`src/rtl/hazard_pkg.sv`:
```
// Shared types and constants for the pipeline hazard controller.
//   hz_state_t   : memory-wait FSM states
//   fwd_t        : ALU operand forwarding select codes
//   reg_match    : "stage writes a non-zero register equal to src"
package hazard_pkg;

  typedef enum logic [1:0] {
    RUN      = 2'd0,
    MEM_WAIT = 2'd1,
    MEM_ERR  = 2'd2
  } hz_state_t;

  typedef logic [1:0] fwd_t;

  localparam fwd_t FWD_RF  = 2'b00;
  localparam fwd_t FWD_WB  = 2'b01;
  localparam fwd_t FWD_MEM = 2'b10;

  localparam int unsigned TIMEOUT_DEFAULT = 15;

  function automatic logic reg_match(input logic       we,
                                     input logic [4:0] dst,
                                     input logic [4:0] src);
    return we && (dst != 5'd0) && (dst == src);
  endfunction

endpackage

```
`src/rtl/sat_counter.sv`:
```
// Saturating up-counter.
//   CLK   : clock
//   RST_N : async active-low reset, clears count
//   inc   : increment this cycle (held at all-ones once reached)
//   clear : synchronous clear, overrides inc
//   count : current value
module sat_counter #(
  parameter int unsigned W = 16
) (
  input  logic         CLK,
  input  logic         RST_N,
  input  logic         inc,
  input  logic         clear,
  output logic [W-1:0] count
);

  always_ff @(posedge CLK or negedge RST_N) begin
    if (!RST_N) begin
      count <= '0;
    end else if (clear) begin
      count <= '0;
    end else if (inc && (count != '1)) begin
      count <= count + 1'b1;
    end
  end

endmodule

```
`src/rtl/hazard_controller.sv`:
```
// Five-stage pipeline hazard controller: forwarding selects, load-use and
// branch stalls, branch flush, data-memory wait freeze with timeout error,
// and saturating stall/flush event counters.
//   CLK, RST_N                    : clock, async active-low reset
//   RsD/RtD, RsE/RtE              : source registers in decode / execute
//   WriteReg{E,M,W}, RegWrite{E,M,W}: destination register and write enable
//   MemtoRegE/M, MemWriteM        : load / store flags
//   BranchD, PCSrcD               : branch in decode, branch taken
//   MemReadyM                     : data memory completes this cycle
//   Stall{F,D,E,M}, Flush{D,E}    : pipeline register controls
//   Forward{A,B}E, Forward{A,B}D  : operand forwarding selects
//   MemErr                        : sticky memory timeout
//   StallCnt, FlushCnt            : saturating event counters
module hazard_controller
  import hazard_pkg::*;
#(
  parameter int unsigned TIMEOUT = TIMEOUT_DEFAULT,
  parameter int unsigned CNT_W   = 16
) (
  input  logic             CLK,
  input  logic             RST_N,
  input  logic [4:0]       RsD,
  input  logic [4:0]       RtD,
  input  logic [4:0]       RsE,
  input  logic [4:0]       RtE,
  input  logic [4:0]       WriteRegE,
  input  logic [4:0]       WriteRegM,
  input  logic [4:0]       WriteRegW,
  input  logic             RegWriteE,
  input  logic             RegWriteM,
  input  logic             RegWriteW,
  input  logic             MemtoRegE,
  input  logic             MemtoRegM,
  input  logic             MemWriteM,
  input  logic             BranchD,
  input  logic             PCSrcD,
  input  logic             MemReadyM,
  output logic             StallF,
  output logic             StallD,
  output logic             StallE,
  output logic             StallM,
  output logic             FlushD,
  output logic             FlushE,
  output logic [1:0]       ForwardAE,
  output logic [1:0]       ForwardBE,
  output logic             ForwardAD,
  output logic             ForwardBD,
  output logic             MemErr,
  output logic [CNT_W-1:0] StallCnt,
  output logic [CNT_W-1:0] FlushCnt
);

  localparam int unsigned WW = $clog2(TIMEOUT + 1);

  hz_state_t       state, state_n;
  logic [WW-1:0]   wait_cnt, wait_cnt_n;
  logic [WW-1:0]   wait_inc;
  logic            lwstall, branchstall, live_wait, memstall;

  always_ff @(posedge CLK or negedge RST_N) begin
    if (!RST_N) begin
      state    <= RUN;
      wait_cnt <= '0;
    end else begin
      state    <= state_n;
      wait_cnt <= wait_cnt_n;
    end
  end

  assign wait_inc = wait_cnt + 1'b1;

  always_comb begin
    ForwardAE   = FWD_RF;
    ForwardBE   = FWD_RF;
    ForwardAD   = 1'b0;
    ForwardBD   = 1'b0;
    lwstall     = 1'b0;
    branchstall = 1'b0;
    live_wait   = 1'b0;
    memstall    = 1'b0;
    StallF      = 1'b0;
    StallD      = 1'b0;
    StallE      = 1'b0;
    StallM      = 1'b0;
    FlushD      = 1'b0;
    FlushE      = 1'b0;
    MemErr      = 1'b0;
    state_n     = state;
    wait_cnt_n  = wait_cnt;

    if (reg_match(RegWriteM, WriteRegM, RsE))      ForwardAE = FWD_MEM;
    else if (reg_match(RegWriteW, WriteRegW, RsE)) ForwardAE = FWD_WB;
    if (reg_match(RegWriteM, WriteRegM, RtE))      ForwardBE = FWD_MEM;
    else if (reg_match(RegWriteW, WriteRegW, RtE)) ForwardBE = FWD_WB;
    ForwardAD = reg_match(RegWriteM, WriteRegM, RsD);
    ForwardBD = reg_match(RegWriteM, WriteRegM, RtD);

    lwstall = MemtoRegE && (RtE != 5'd0) && ((RtE == RsD) || (RtE == RtD));
    branchstall = BranchD &&
                  (reg_match(RegWriteE, WriteRegE, RsD) ||
                   reg_match(RegWriteE, WriteRegE, RtD) ||
                   reg_match(MemtoRegM, WriteRegM, RsD) ||
                   reg_match(MemtoRegM, WriteRegM, RtD));
    live_wait = (MemtoRegM || MemWriteM) && !MemReadyM;
    memstall  = live_wait || (state == MEM_ERR);
    MemErr    = (state == MEM_ERR);

    // Freeze holds every stage and suppresses all flushes, so it overrides
    // the ordinary hazard stall/flush path entirely.
    if (memstall) begin
      StallF = 1'b1;
      StallD = 1'b1;
      StallE = 1'b1;
      StallM = 1'b1;
    end else begin
      StallF = lwstall || branchstall;
      StallD = lwstall || branchstall;
      FlushE = lwstall || branchstall;
      FlushD = PCSrcD && !(lwstall || branchstall);
    end

    // The counter holds the number of cycles already waited, so the error
    // is raised on the edge where it would advance to TIMEOUT.
    unique case (state)
      RUN: begin
        if (live_wait) begin
          state_n    = MEM_WAIT;
          wait_cnt_n = WW'(1);
        end
      end
      MEM_WAIT: begin
        if (MemReadyM) begin
          state_n    = RUN;
          wait_cnt_n = '0;
        end else if (wait_inc == WW'(TIMEOUT)) begin
          state_n    = MEM_ERR;
          wait_cnt_n = wait_inc;
        end else begin
          wait_cnt_n = wait_inc;
        end
      end
      MEM_ERR: state_n = MEM_ERR;
      default: begin
        state_n    = RUN;
        wait_cnt_n = '0;
      end
    endcase
  end

  sat_counter #(.W(CNT_W)) u_stall_cnt (
    .CLK   (CLK),
    .RST_N (RST_N),
    .inc   (StallF || StallD || StallE || StallM),
    .clear (1'b0),
    .count (StallCnt)
  );

  sat_counter #(.W(CNT_W)) u_flush_cnt (
    .CLK   (CLK),
    .RST_N (RST_N),
    .inc   (FlushD || FlushE),
    .clear (1'b0),
    .count (FlushCnt)
  );

endmodule

```
`config.mk`:
```
export PLATFORM = sky130hd
export DESIGN_NAME = hazard_controller
export DESIGN_NICKNAME = d
export VERILOG_FILES = /design/src/rtl/hazard_pkg.sv /design/src/rtl/sat_counter.sv /design/src/rtl/hazard_controller.sv
export SDC_FILE = /design/constraint.sdc
export NUM_CORES = 1
export LEC_CHECK = 0
export BUFFER_PORTS_ARGS = -buffer_cell sky130_fd_sc_hd__buf_2
export CAP_MARGIN = 20
export CORE_ASPECT_RATIO = 1.4
export CORE_MARGIN = 3
export CORE_UTILIZATION = 55
export DETAILED_ROUTE_END_ITERATION = 7
export GPL_TIMING_DRIVEN = 0
export PLACE_DENSITY = 0.95
export SYNTH_ARGS = -nofsm -noshare
export SYNTH_HDL_FRONTEND = slang
export SYNTH_SLANG_ARGS = --single-unit
```
`constraint.sdc`:
```
create_clock -name CLK -period 8.89 [get_ports CLK]
set_clock_uncertainty 0.1 [all_clocks]
set_input_delay 2.2225 -clock CLK [delete_from_list [all_inputs] [get_ports CLK]]
set_output_delay 2.2225 -clock CLK [all_outputs]
set_load 0.05 [all_outputs]
```
# Word level (Yosys, flattened, before mapping)
# Index checks and enable logic that the tools add are counted.
[word_totals]
reg_bits = 38
input_bits = 46
out_inout_bits = 45
wordCells = 80
[op_classes]
add_sub_neg = 3
n_eq_ne = 17
mux = 15
bitwise = 1
reduce_logical = 40
[op_table]
columns = ["operator", "n"]
rows = [
  ["5-bit == test", 10],
  ["16-bit by 1-bit adder with 16-bit output, second input constant", 2],
  ["16-bit inequality test, second input constant", 2],
  ["1-bit logical AND", 21],
  ["5-bit nonzero test", 4],
  ["4-bit case mux with 3 select lines", 1],
  ["1-bit logical OR", 10],
  ["2-bit two-way mux", 5],
  ["4-bit two-way mux", 2],
  ["1-bit two-way mux", 6],
  ["2-bit case mux with 3 select lines", 1],
  ["4-bit by 1-bit adder with 4-bit output, second input constant", 1],
  ["4-bit == test, second input constant", 1],
  ["2-bit AND reduction", 2],
  ["3-bit inequality test, second input constant", 1],
  ["2-bit by 1-bit == test with 1-bit output, second input constant", 1],
  ["2-bit == test, second input constant", 1],
  ["1-bit logical NOT", 2],
  ["2-bit logical NOT", 1],
  ["2-bit inequality test, second input constant", 1],
  ["1-bit inverter", 1],
]

# Depth between registers and ports, before layout
[logic_depth]
ltp_word = 13
mapped_depth = 9
ltp_nobuf = 8

# Cells and area by module
# From an unflattened synthesis, not the netlist that was laid out.
[unflattened]
hier_cells = 336
area_unflattened_um2 = 2964.1
[by_module_without_submodules]
columns = ["mod", "instances", "cells_each", "area_each_um2"]
rows = [
  ["sat_counter", 2, 98, 942.2],
  ["hazard_controller", 1, 140, 1079.8],
]

# Worst setup path before layout
# No wires, ideal clock.
[synth_path]
kind = "input to output"
start = "input port WriteRegM[0]"
end = "output port ForwardAE[0]"
t_arrival_ns = 5.097
required_ns = 6.568
setup_slack_ns = 1.471
path_stages = 6
cell_sequence = "clkbuf_1 > nor3_1 > nand2_1 > nand2_1 > nor4_1 > nor4_1"
[synth_via]
elab_chain_len = 4
word_cells_on_any_way = 5
cone_classes = "eq/ne: 1; mux: 1; reduce/logical: 3"
[synth_rtl]
columns = ["item", "line", "text"]
rows = [
  ["start: declaration", "hazard_controller.sv:27", "input logic [4:0] WriteRegM,"],
  ["5-bit nonzero test", "hazard_pkg.sv:24", "return we && (dst != 5'd0) && (dst == src);"],
  ["1-bit logical AND", "hazard_pkg.sv:24", ""],
  ["1-bit logical AND *", "hazard_pkg.sv:24", ""],
  ["2-bit two-way mux *", "hazard_controller.sv:91", "if (reg_match(RegWriteM, WriteRegM, RsE)) ForwardAE = FWD_MEM;"],
  ["end: declaration", "hazard_controller.sv:44", "output logic [1:0] ForwardAE,"],
]
# Mark *: on every way between the ends. The rest lies on a longest branch, timed or not.

# Worst setup path in the final report
[layout_path]
start = "input port WriteRegE[1]"
end = "output port FlushD"
[layout_via]
elab_chain_len = 11
word_cells_on_any_way = 14
cone_classes = "eq/ne: 2; mux: 1; reduce/logical: 11"
[layout_rtl]
columns = ["item", "line", "text"]
rows = [
  ["start: declaration", "hazard_controller.sv:26", "input logic [4:0] WriteRegE,"],
  ["5-bit nonzero test", "hazard_pkg.sv:24", ""],
  ["1-bit logical AND (2 in series)", "hazard_pkg.sv:24", ""],
  ["1-bit logical OR *", "hazard_controller.sv:100", "(reg_match(RegWriteE, WriteRegE, RsD) ||"],
  ["1-bit logical OR *", "hazard_controller.sv:101", "reg_match(RegWriteE, WriteRegE, RtD) ||"],
  ["1-bit logical OR *", "hazard_controller.sv:102", "reg_match(MemtoRegM, WriteRegM, RsD) ||"],
  ["1-bit logical AND *", "hazard_controller.sv:99", "branchstall = BranchD &&"],
  ["1-bit logical OR *", "hazard_controller.sv:119", "FlushD = PCSrcD && !(lwstall || branchstall);"],
  ["1-bit logical NOT *", "hazard_controller.sv:119", ""],
  ["1-bit logical AND *", "hazard_controller.sv:119", ""],
  ["1-bit two-way mux *", "hazard_controller.sv:110", "if (memstall) begin"],
  ["end: declaration", "hazard_controller.sv:42", "output logic FlushD,"],
]
# Marked as above.

==> summary.txt <==
Port Buffers: 80
Most frequent cells in the layout: buf_2, xnor2_1, dfrtp_1
Core box area: 4570 sq um
Synth top area share: 36.0%
Syn nets: 335
Mapped Avg Cell Area: 9.26 sq um
Combinational fraction of design power: 43.0%
Post-synthesis register bit count: 38
Maximum vdd drop: 0.115 mV
Starting Density: 57.7%
Area of the mapped netlist: 2640 sq um
TritonCTS Sinks: 38
Yosys warning total: 0
Max-slew violation count: 0
CTS buffer count: 5
Arr. time, crit path: 4.09 ns
Netlist cell types: 39
P_sw: 279 uW
Die ar.: 5680 sq um
FP Rows: 29
Worst Setup End Kind: primary output
Crit Path Class: primary input to primary output
Clock Root Buffer: clkbuf_8
Peak Freq: 156 MHz
Clk slew on worst S/H paths: 0.07 ns
Initial antenna violation count: 0
N_diodes: 0
Clk_lat worst skew: 0.29 ns
Crit path launch type: primary input
Vias in the first global route: 2289
DR vias: 2425
Crit share post-route: 72.1%
Top cells by area, synth: dfrtp_1, xnor2_1, xor2_1, nand3_1, nand2_1
Clock power share: 19.1%
Run status: finished clean
Post-Synthesis Cells: 285
Layout cell share with drive strength beyond 1: 29.0%
Min cycle time layout: 6.41 ns
Routed len/inst: 14.6 um
NumNets Final: 422
CP Max Fanout: 11
Post-CTS Setup Bufs: 0
Setup WS post-layout: 2.48 ns
Sequential power share: 37.9%
1st-pass router iterations: 4
Max-cap viol count: 0
Pwr dens: 197 nW/um^2
Wire length of the first global-routing pass: 10.1 mm
Vias per cell: 5.57
Io pins: 91
GRT Residual Overflow: 0
Drt initial violations: 192
Worst Tran Pin Value: 0.819 ns
GP Congestion: 0.883
Dominant cell type by area after synthesis: dfrtp_1
DR DRC count: 0
Hpwl dp: 5.07 mm
Commonest non-fill, non-tap cell in the layout: buf_2
Area Overhead vs Synth: 21.6%
Post-CTS Resized: 0
Setup WS pre-CTS: 2.48 ns
Final Hold Viols: 0
RSZ-0062 raised after global routing: false
Final setup fails: 0
Antenna Nets Post-Route: 0
H-tree depth: 2
Leak: 0.00151 uW
Slew margin rel.: 45.4%
Setup TNS: 0 ns
Sequential area share after synthesis: 36.0%
WP data required: 6.57 ns
Die X-Extent: 64.6 um
Overall routing resource usage: 23.0%
Hold Buf Count CTS: 0
Wirelength, routed: 6.33 mm
CTS tree: done
Sw Share: 44.2%
Int Pwr: 352 uW
HP Class: flip-flop to flip-flop
Longest Clk Path Bufs: 2
DIE HEIGHT: 88.0 um
Largest net degree at the start of global routing: 39
[path summary, 6_finish.rpt]
| check | to | start | slack, ns | cells after the start |
|---|---|---|---|---|
| setup / recovery | FlushD | WriteRegE[1] | 2.48 | 7 |
| hold / removal | u_flush_cnt.count[5] | u_flush_cnt.count[5] | 0.39 | 1 |
| setup reg to reg | u_flush_cnt.count[1] | u_flush_cnt.count[2] | 6.52 | 7 |
| hold reg to reg | u_flush_cnt.count[5] | u_flush_cnt.count[5] | 0.39 | 1 |
| max in group asynchronous | u_flush_cnt.count[0] | RST_N | 6.25 | 1 |
| min in group asynchronous | u_stall_cnt.count[3] | RST_N | 1.92 | 1 |
[layer usage]
metal	up-vias	wire (um)	global-route usage, %
met1	1154	2400	24.2
li1	1150	-	-
met3	15	493	5.52
met4	0	193	10.8
met2	106	3240	42.7
met5	-	0	0
[power groups by stage]
stage | logic [uW] | clock network, uW | registers, uW
2_1_floorplan | 105 | 0 | 336
3_3_place_gp | 266 | 0 | 239
3_5_place_dp | 273 | 0 | 242
4_1_cts | 274 | 124 | 239
5_1_grt | 288 | 132 | 245
6_report | 272 | 120 | 239
[stage by stage]
step	instance area [sq um]	power [uW]	cells	hold WS [ns]	utilization [%]
global route	3210	665	435	0.416	70.2
CTS	3210	637	435	0.394	70.2
finish	3210	631	435	0.388	70.2
detailed placement	3120	514	427	0.381	68.2
floorplan	2640	441	285	0.366	-
global placement	3120	505	427	0.369	68.2
[area by class of cell]
class	instances	area (sq um)
clock inverter	1	5.00
fill	354	1360
clock buffer	7	86.3
timing repair buffer	80	400
multi-input combinational	225	1580
sequential	38	951
buffer	17	93.8
tap	62	77.6
inverter	5	18.8
[synthesized netlist by cell type]
cell type  count
or4_1          4
nor3_1         7
and2_4         1
and3_1        12
nor2b_1        1
a31oi_1        1
o31ai_1        2
nand4_1       12
nand2_1       25
and2_1         3
nand4_2        1
mux2_2         3
ha_1           4
inv_1          4
and4_1         1
or4_4          1
nand2b_1       1
nand4_4        1
mux2i_1        1
nor4_1         4
o22ai_1        3
clkbuf_1       7
nand3b_1       5
o21ai_0        4
inv_2          1
a21o_1         1
or3_1          1
xnor2_1       54
o221ai_2       1
o2111ai_2      1
xor2_1        26
mux2_4         1
a21oi_1        2
buf_2          6
dfrtp_1       38
nor2_1        14
buf_4          2
buf_6          2
nand3_1       27
[cell families (layout without fill, tap and decap cells)]
family                   Yosys count  count (layout)  share of synthesized area (%)
AND/OR/NAND/NOR                  121             121                           25.0
XOR/XNOR                          80              80                           26.5
flip-flops                        38              38                           36.0
buffers and inverters             22             110                           4.27
AO/OA/AOI/OAI                     15              15                           4.08
multiplexers                       5               5                           2.23
adder cells (fa/ha/maj)            4               4                           1.90
[sequential cells by signal (all words and copies together), names as in the netlist]
name / count
u_stall_cnt.count: 16
state: 2
u_flush_cnt.count: 16
wait_cnt: 4
[worst max-delay path, stage by stage]
cell and delay (ns):
buf_2 0.12, or4_1 0.54, o2111ai_2 0.34, nand4_4 0.24, buf_2 0.26, nor2_1 0.10
buf_2 0.26
No activity file was read; power rests on OpenSTA's default activity.
